<file path="config.mk">
export PLATFORM = sky130hd
export DESIGN_NAME = thread_scheduler
export DESIGN_NICKNAME = d
export VERILOG_FILES = /design/src/rtl/thread_sched_pkg.sv /design/src/rtl/rr_next_picker.sv /design/src/rtl/thread_scheduler.sv
export SDC_FILE = /design/constraint.sdc
export NUM_CORES = 1
export LEC_CHECK = 0
export ABC_AREA = 1
export BUFFER_PORTS_ARGS = -buffer_cell sky130_fd_sc_hd__buf_2
export CAP_MARGIN = 15
export CORE_MARGIN = 2
export CORE_UTILIZATION = 39
export CTS_BUF_LIST = sky130_fd_sc_hd__clkbuf_2
export DETAILED_ROUTE_END_ITERATION = 16
export PLACE_DENSITY = 0.78
export SYNTH_ARGS = -nofsm -noshare
export SYNTH_HDL_FRONTEND = slang
export SYNTH_SLANG_ARGS = --single-unit
export TNS_END_PERCENT = 100
</file>
<file path="constraint.sdc">
create_clock -name clk -period 1.6 [get_ports clk]
set_clock_uncertainty 0.05 [all_clocks]
set_input_delay 0.48 -clock clk [delete_from_list [all_inputs] [get_ports clk]]
set_output_delay 0.48 -clock clk [all_outputs]
set_load 0.02 [all_outputs]
</file>
<file path="src/rtl/thread_sched_pkg.sv">
// Shared constants and helpers for the thread scheduler.
// Holds the thread-ID width function, the statistics counter width and
// the default thread count used by the top and the picker.
package thread_sched_pkg;

  localparam int STAT_W          = 32;
  localparam int DEF_NUM_THREADS = 4;

  // Thread-ID width: at least one bit even for a single-thread build.
  function automatic int tid_w(input int n);
    return (n < 2) ? 1 : $clog2(n);
  endfunction

endpackage

</file>
<file path="src/rtl/rr_next_picker.sv">
// Combinational circular search for the next eligible thread.
// With i_inclusive=1 the search starts at i_start; otherwise it starts at
// i_start+1 and visits i_start last. o_found=0 when no bit is set.
module rr_next_picker
  import thread_sched_pkg::*;
#(
  parameter int  NUM_THREADS = DEF_NUM_THREADS,
  localparam int TID_W       = tid_w(NUM_THREADS)
) (
  input  logic [NUM_THREADS-1:0] i_eligible,
  input  logic [TID_W-1:0]       i_start,
  input  logic                   i_inclusive,
  output logic [TID_W-1:0]       o_next,
  output logic                   o_found
);

  // Walk offsets from farthest to nearest so the nearest eligible thread wins.
  always_comb begin
    logic [TID_W-1:0] w_idx;
    o_next  = i_start;
    o_found = 1'b0;
    for (int k = NUM_THREADS - 1; k >= 0; k--) begin
      w_idx = TID_W'((int'(i_start) + (i_inclusive ? 0 : 1) + k) % NUM_THREADS);
      if (i_eligible[w_idx]) begin
        o_next  = w_idx;
        o_found = 1'b1;
      end
    end
  end

endmodule

</file>
<file path="src/rtl/thread_scheduler.sv">
// Round-robin hardware thread scheduler with a per-thread quantum.
// Optional feature: define THREAD_SCHED_STATS_EN to build one 32-bit
// saturating issue counter per thread, read through stat_sel/stat_count.
// Without it stat_count reads 0 and no counters exist.
module thread_scheduler
  import thread_sched_pkg::*;
#(
  parameter int  NUM_THREADS = DEF_NUM_THREADS,
  parameter int  QUANTUM     = 1,
  localparam int TID_W       = tid_w(NUM_THREADS)
) (
  input  logic                   clk,
  input  logic                   rst,
  input  logic                   enable,
  input  logic [NUM_THREADS-1:0] thread_active,
  input  logic [NUM_THREADS-1:0] thread_stall,
  output logic [TID_W-1:0]       thread,
  output logic                   thread_valid,
  output logic                   thread_switch,
  input  logic [TID_W-1:0]       stat_sel,
  output logic [STAT_W-1:0]      stat_count
);

  localparam int             QW    = $clog2(QUANTUM + 1);
  localparam logic [QW-1:0]  QLAST = QW'(QUANTUM - 1);

  logic [TID_W-1:0]       r_thread;
  logic                   r_valid;
  logic                   r_switch;
  logic [QW-1:0]          r_qcnt;

  logic [TID_W-1:0]       w_thread_next;
  logic                   w_valid_next;
  logic                   w_switch_next;
  logic [QW-1:0]          w_qcnt_next;

  logic [NUM_THREADS-1:0] w_eligible;
  logic                   w_hold;
  logic [TID_W-1:0]       w_pick;
  logic                   w_found;

  assign w_eligible = thread_active & ~thread_stall;

  // Keep the slot only while the running thread is still eligible and its
  // quantum has not run out; a stall therefore ends the quantum early.
  assign w_hold = r_valid && w_eligible[r_thread] && (r_qcnt < QLAST);

  // An idle scheduler resumes its search on the thread it stopped at.
  rr_next_picker #(
    .NUM_THREADS (NUM_THREADS)
  ) u_picker (
    .i_eligible  (w_eligible),
    .i_start     (r_thread),
    .i_inclusive (~r_valid),
    .o_next      (w_pick),
    .o_found     (w_found)
  );

  // Next-state selection: hold, rotate, or go idle; disabled edges freeze
  // thread and qcnt and drop valid.
  always_comb begin
    w_thread_next = r_thread;
    w_valid_next  = 1'b0;
    w_switch_next = 1'b0;
    w_qcnt_next   = r_qcnt;
    if (enable) begin
      if (w_hold) begin
        w_valid_next = 1'b1;
        w_qcnt_next  = r_qcnt + 1'b1;
      end else if (w_found) begin
        w_thread_next = w_pick;
        w_valid_next  = 1'b1;
        w_switch_next = (w_pick != r_thread);
        w_qcnt_next   = '0;
      end else begin
        w_qcnt_next = '0;
      end
    end
  end

  // Scheduler state register; reset overrides everything.
  always_ff @(posedge clk) begin
    if (rst) begin
      r_thread <= '0;
      r_valid  <= 1'b0;
      r_switch <= 1'b0;
      r_qcnt   <= '0;
    end else begin
      r_thread <= w_thread_next;
      r_valid  <= w_valid_next;
      r_switch <= w_switch_next;
      r_qcnt   <= w_qcnt_next;
    end
  end

  assign thread        = r_thread;
  assign thread_valid  = r_valid;
  assign thread_switch = r_switch;

`ifdef THREAD_SCHED_STATS_EN
  logic [NUM_THREADS-1:0][STAT_W-1:0] w_cnt;

  generate
    for (genvar gi = 0; gi < NUM_THREADS; gi++) begin : g_cnt
      logic [STAT_W-1:0] r_cnt;

      // Count every cycle this thread is presented as issuing; stick at max.
      always_ff @(posedge clk) begin
        if (rst) begin
          r_cnt <= '0;
        end else if (r_valid && (r_thread == TID_W'(gi)) && (r_cnt != '1)) begin
          r_cnt <= r_cnt + 1'b1;
        end
      end

      assign w_cnt[gi] = r_cnt;
    end
  endgenerate

  assign stat_count = (32'(stat_sel) < NUM_THREADS) ? w_cnt[stat_sel] : '0;
`else
  logic w_unused_stat;
  assign w_unused_stat = ^stat_sel;
  assign stat_count    = '0;
`endif

endmodule

</file>
# Word-level counts from Yosys, hierarchy flattened
# Index checks and enable logic that the tools add are counted.
totals:
  in_bits: 13
  ff_bits: 5
  output_inout_bits: 36
  elab_cells: 48
op_classes:
  n_reduce_logical: 5
  bitwise_logic: 5
  addsub: 5
  magnitude_cmp: 6
  muxes: 22
  n_eq_ne: 1
ops:
  columns: ["operator", "n"]
  rows:
  - ["$lt A2 B3 Y1 const B", 5]
  - ["$mux W1", 13]
  - ["$bmux W1 S2", 5]
  - ["$mux W2", 4]
  - ["$add A2 B2 Y2 const B", 2]
  - ["$and A4 B4 Y4", 1]
  - ["$not A4 Y4", 1]
  - ["$reduce_or A4 Y1", 1]
  - ["$not A1 Y1", 3]
  - ["$reduce_and A3 Y1", 1]
  - ["$add A2 B1 Y2", 1]
  - ["$add A2 B1 Y2 const B", 1]
  - ["$logic_and A1 B1 Y1", 2]
  - ["$ne A2 B2 Y1", 1]
  - ["$reduce_or A2 Y1", 1]
  - ["$add A1 B1 Y1 const B", 1]
  - ["$lt A1 B1 Y1 const B", 1]

# Depth between registers and ports, before layout
depth:
  word_depth: 11
  ltp_mapped: 17
  depth_no_buf: 16

# Hierarchy
# Synthesis repeated with hierarchy kept, for this count alone.
unflattened:
  hier_cells: 127
  area_unflattened_um2: 752.0
by_module_without_submodules:
  columns: ["mod", "area_each_um2", "cells_per_inst", "n_inst"]
  rows:
  - ["thread_scheduler", 447.9, 68, 1]
  - ["rr_next_picker", 304.0, 59, 1]

# Worst setup path before layout
# OpenSTA, ideal clock, no wires.
synth_timing:
  path_kind: "register -> register"
  start: "register r_thread[0] (netlist: thread[0])"
  end: "register r_switch (netlist: thread_switch)"
  path_buffers: 1
  t_arrival_ps: 1761
  path_slack_ps: -322
  t_required_ps: 1439
  stages_incl_launch_ff: 17
  cell_sequence: "dfxtp_1 -> ha_1 -> buf_6 -> inv_6 -> nand2_1 -> nand2_1 -> inv_1 -> nand2_2 -> nand2_2 -> a21oi_1 -> nand2_1 -> nand2_2 -> nand2_2 -> nand2_1 -> nand2_1 -> nor2_1 -> nor2_1"
synth_via:
  elab_chain_cells: 10
synth_lines:
  columns: ["item", "line_no", "source"]
  rows:
  - ["from (decl)", "thread_scheduler.sv:27", "logic [TID_W-1:0] r_thread;"]
  - ["from (signal assigned)", "thread_scheduler.sv:89", "r_thread <= w_thread_next;"]
  - ["$add A2 B1 Y2 (2 in series)", "rr_next_picker.sv:23", "w_idx = TID_W'((int'(i_start) + (i_inclusive ? 0 : 1) + k) % NUM_THREADS);"]
  - ["$bmux W1 S2", "rr_next_picker.sv:24", "if (i_eligible[w_idx]) begin"]
  - ["$mux W1 (implied by the code)", "rr_next_picker.sv:24", null]
  - ["$mux W1 (4 in series)", "rr_next_picker.sv:24", null]
  - ["$not A1 Y1 (no source line)", null, null]
  - ["$reduce_or A4 Y1 (no source line)", null, null]
  - ["to (signal assigned)", "thread_scheduler.sv:91", "r_switch <= w_switch_next;"]
  - ["to (decl)", "thread_scheduler.sv:29", "logic r_switch;"]
# Parallel ways exist; a longest one is shown, timed or not. The select of a mux whose other input is x is not followed.
# A chain may end at the register's enable or synchronous reset.

# Worst setup path after layout
layout_timing:
  start: "register r_thread[0] (netlist: thread[0])"
  end: "register r_thread[0] (netlist: thread[0])"
layout_via:
  elab_chain_cells: 9
layout_lines:
  columns: ["item", "line_no"]
  rows:
  - ["$add A2 B1 Y2 (2 in series)", "rr_next_picker.sv:23"]
  - ["$bmux W1 S2", "rr_next_picker.sv:24"]
  - ["$mux W1 (implied by the code)", "rr_next_picker.sv:24"]
  - ["$mux W1 (4 in series)", "rr_next_picker.sv:24"]
  - ["$reduce_and A3 Y1 (no source line)", null]
# Parallel ways exist; a longest one is shown, timed or not. The select of a mux whose other input is x is not followed.

==> summary.txt <==
Global routing
  • First-pass GRT wire length: 2170 um
  • GRT overflow: 0
  • Overall Global Routing Usage: 12.8%
  • Largest net degree at the start of global routing: 9
  • Vias in the first global route: 591
  • Initial antenna violation count: 0

Routing
  • Post-DR vias/cell: 4.29
  • DRC violations left: 0
  • Initial drt markers: 17
  • DRT antenna net count: 0
  • Vias: 738
  • Drt pass-1 iters: 4
  • WL final: 1510 um
  • DR WL/cell: 8.79 um

Finish
  • Fill cells: 206
  • Final Util: 45.4%
  • Layout cells sized above 1: 42.1%
  • Final Instance Count excl. Fillers: 172
  • Syn-to-layout area delta: 13.1%
  • Nets@finish: 161
  • ANT cells: 0

Critical path
  • Critical Path RT: 1.68 ns
  • Crit-path max FO: 8
  • Startpoint Class: flip-flop
  • CP Capture Type: flip-flop
  • WS Path Type: flip-flop to flip-flop
  • Critical Path AT: 1.87 ns

STA
  • Hold Vio Cnt, Final: 0
  • RSZ-0062 raised after global routing: true
  • Tcrit/Tclk final: 112%
  • Setup Viol. Count Final: 4
  • Setup total negative slack: -0.607 ns
  • Setup ws final: -0.192 ns
  • Fmax: 558 MHz
  • Hold Slack: 0.421 ns
  • Fin. max-slew vios: 0
  • Min Tclk post-route: 1.79 ns

Synthesis
  • #FFs+latches synth: 4
  • XOR/XNOR share of the synthesized area: 0%
  • Mux share of post-synthesis cell area: 0%
  • Largest family of logic cells by synthesized area: buffers and inverters
  • Sequential-to-total area share from yosys stat: 10.5%
  • Average cell area after synthesis: 6.16 um^2
  • Adder-cell share of the synthesized area: 1.64%
  • Post-synthesis compound-gate area fraction: 6.07%
  • Cell variety after synth: 19
  • Syn Inst Count: 124
  • Cell area after synthesis: 763 um^2
  • Simple-gate share of the synthesized area: 40.3%
  • Number of synthesis warnings: 0

Power and ir drop
  • Lkg Pwr: 0.498 nW
  • Worst VDD drop: 1080 uV
  • Power density over cell area: 1890 nW/um^2

Placement
  • Port buffer count: 14
  • Pre-CTS setup slack: -0.181 ns
  • HPWL after DPL: 1250 um
  • Final Wtd Congestion: 0.793
  • Placed Instances: 166

Min path
  • Worst Hold Class: input port to flip-flop

CTS
  • Clock latency at the later pin of the worst-skew pair: 0.20 ns
  • CTS clk-pin slew, worst paths: 0.04 ns
  • Root Driver: clkbuf_2
  • CTS Sinks: 4
  • CTS max path bufs: 2
  • TritonCTS clock tree: built
  • Number of CTS-inserted buffers: 3
  • # H-tree levels: 1

Die
  • Row count: 16
  • Starting density of the core: 40.1%
  • # IOs: 49
  • Die W: 48.2 um
  • Core ar.: 1900 um^2
  • Die H: 48.2 um
  • Die area: 2330 um^2

Status
  • Failing checks: setup timing
  • Status: finished with violations

Flow run
  • Max Cap Viol: 0
sequential cells by signal, summed over array words and instances (netlist names):
name,count
thread,2
thread_switch,1
thread_valid,1
worst max-delay path, stage by stage (launching register included):
cell     delay (ns)
dfxtp_4        0.34
ha_4           0.35
nand2_1        0.08
nand2_1        0.09
inv_1          0.07
nand2_2        0.07
nand2_2        0.07
inv_2          0.06
nand3_2        0.08
o21ai_4        0.21
nand2_1        0.07
o21ai_1        0.07
inv_1          0.06
nor2_2         0.06
logic make-up after synthesis:
logic type	after synthesis
simple gates	63
buf+inv	48
flops	4
fa+ha+maj	1
other cells	1
compound gates	7
area by class of cell:
cell class / instances / area, um^2 / share of cell area (%)
clock buffers: 3 / 15.0 / 1.74
multi-input cells: 103 / 548 / 63.5
inverters: 15 / 63.8 / 7.39
well taps: 27 / 33.8 / 3.91
repair buffers: 20 / 115 / 13.3
flip-flops and latches: 4 / 87.6 / 10.1
final timing paths:
check | from | endpoint | slack [ns] | cells after the start
max | thread[0]$_SDFFE_PP0P_ | thread[0]$_SDFFE_PP0P_ | -0.19 | 13
min | rst | thread[0]$_SDFFE_PP0P_ | 0.42 | 2
max reg2reg | thread[0]$_SDFFE_PP0P_ | thread[0]$_SDFFE_PP0P_ | -0.19 | 13
min reg2reg | thread[1]$_SDFFE_PP0P_ | thread[1]$_SDFFE_PP0P_ | 0.64 | 4
cell usage after synthesis:
library cell / number / area [um^2]
nor2_1: 3 / 11.3
inv_6: 1 / 8.76
conb_1: 1 / 3.75
nor2_2: 1 / 6.26
and2_1: 1 / 6.26
buf_4: 32 / 240
inv_2: 2 / 7.51
inv_1: 12 / 45.0
o21ai_4: 1 / 16.3
dfxtp_1: 4 / 80.1
nand3_2: 2 / 20.0
nand3_1: 13 / 65.1
o21ai_0: 2 / 10.0
nand2_1: 28 / 105
ha_1: 1 / 12.5
nand2_2: 15 / 93.8
a21oi_1: 3 / 15.0
o21ai_1: 1 / 5.00
buf_6: 1 / 11.3
power by group:
part | total (W) | switching, W | leakage (nW) | internal (W)
Combinational | 0.00138 | 0.000863 | 0.452 | 0.000515
Sequential | 0.000168 | 0.0000280 | 0.0343 | 0.000140
Clock | 0.0000853 | 0.0000350 | 0.0125 | 0.0000503
cell usage in the layout (no fill, tap or decap), types with 2 or more instances in the layout:
cell	instances
o21ai_1	2
buf_4	6
clkbuf_2	3
dfxtp_1	2
nand2_1	22
conb_1	32
a21oi_1	3
dfxtp_4	2
inv_2	4
nand3_2	4
nor2_1	2
nor2_2	2
buf_2	14
nand2_2	20
inv_1	10
nand3_1	10
layer usage:
layer | wire length, um | part of all wire (%) | track usage, %
met1 | 489 | 32 | 12.8
met4 | 25 | 1.7 | 6.49
met3 | 98 | 6.5 | 0.370
met5 | 0 | 0 | 0
met2 | 898 | 59 | 26.1
stage by stage:
| stage | power, W | instance area, um^2 |
|---|---|---|
| 3_5_place_dp | 0.00140 | 790 |
| 2_1_floorplan | 0.00124 | 915 |
| 5_1_grt | 0.00177 | 863 |
| 4_1_cts | 0.00156 | 833 |
| 6_report | 0.00163 | 863 |
| 3_3_place_gp | 0.00135 | 790 |
what timing repair did:
action,4_1_cts,5_1_grt
endpoints found under the hold margin,0,0
pin swaps,2,8
hold buffers,0,0
setup buffers,2,1
resized for setup,4,7
setup endpoints to repair,4,4
Note: power is estimated with default switching activity, not from simulation.
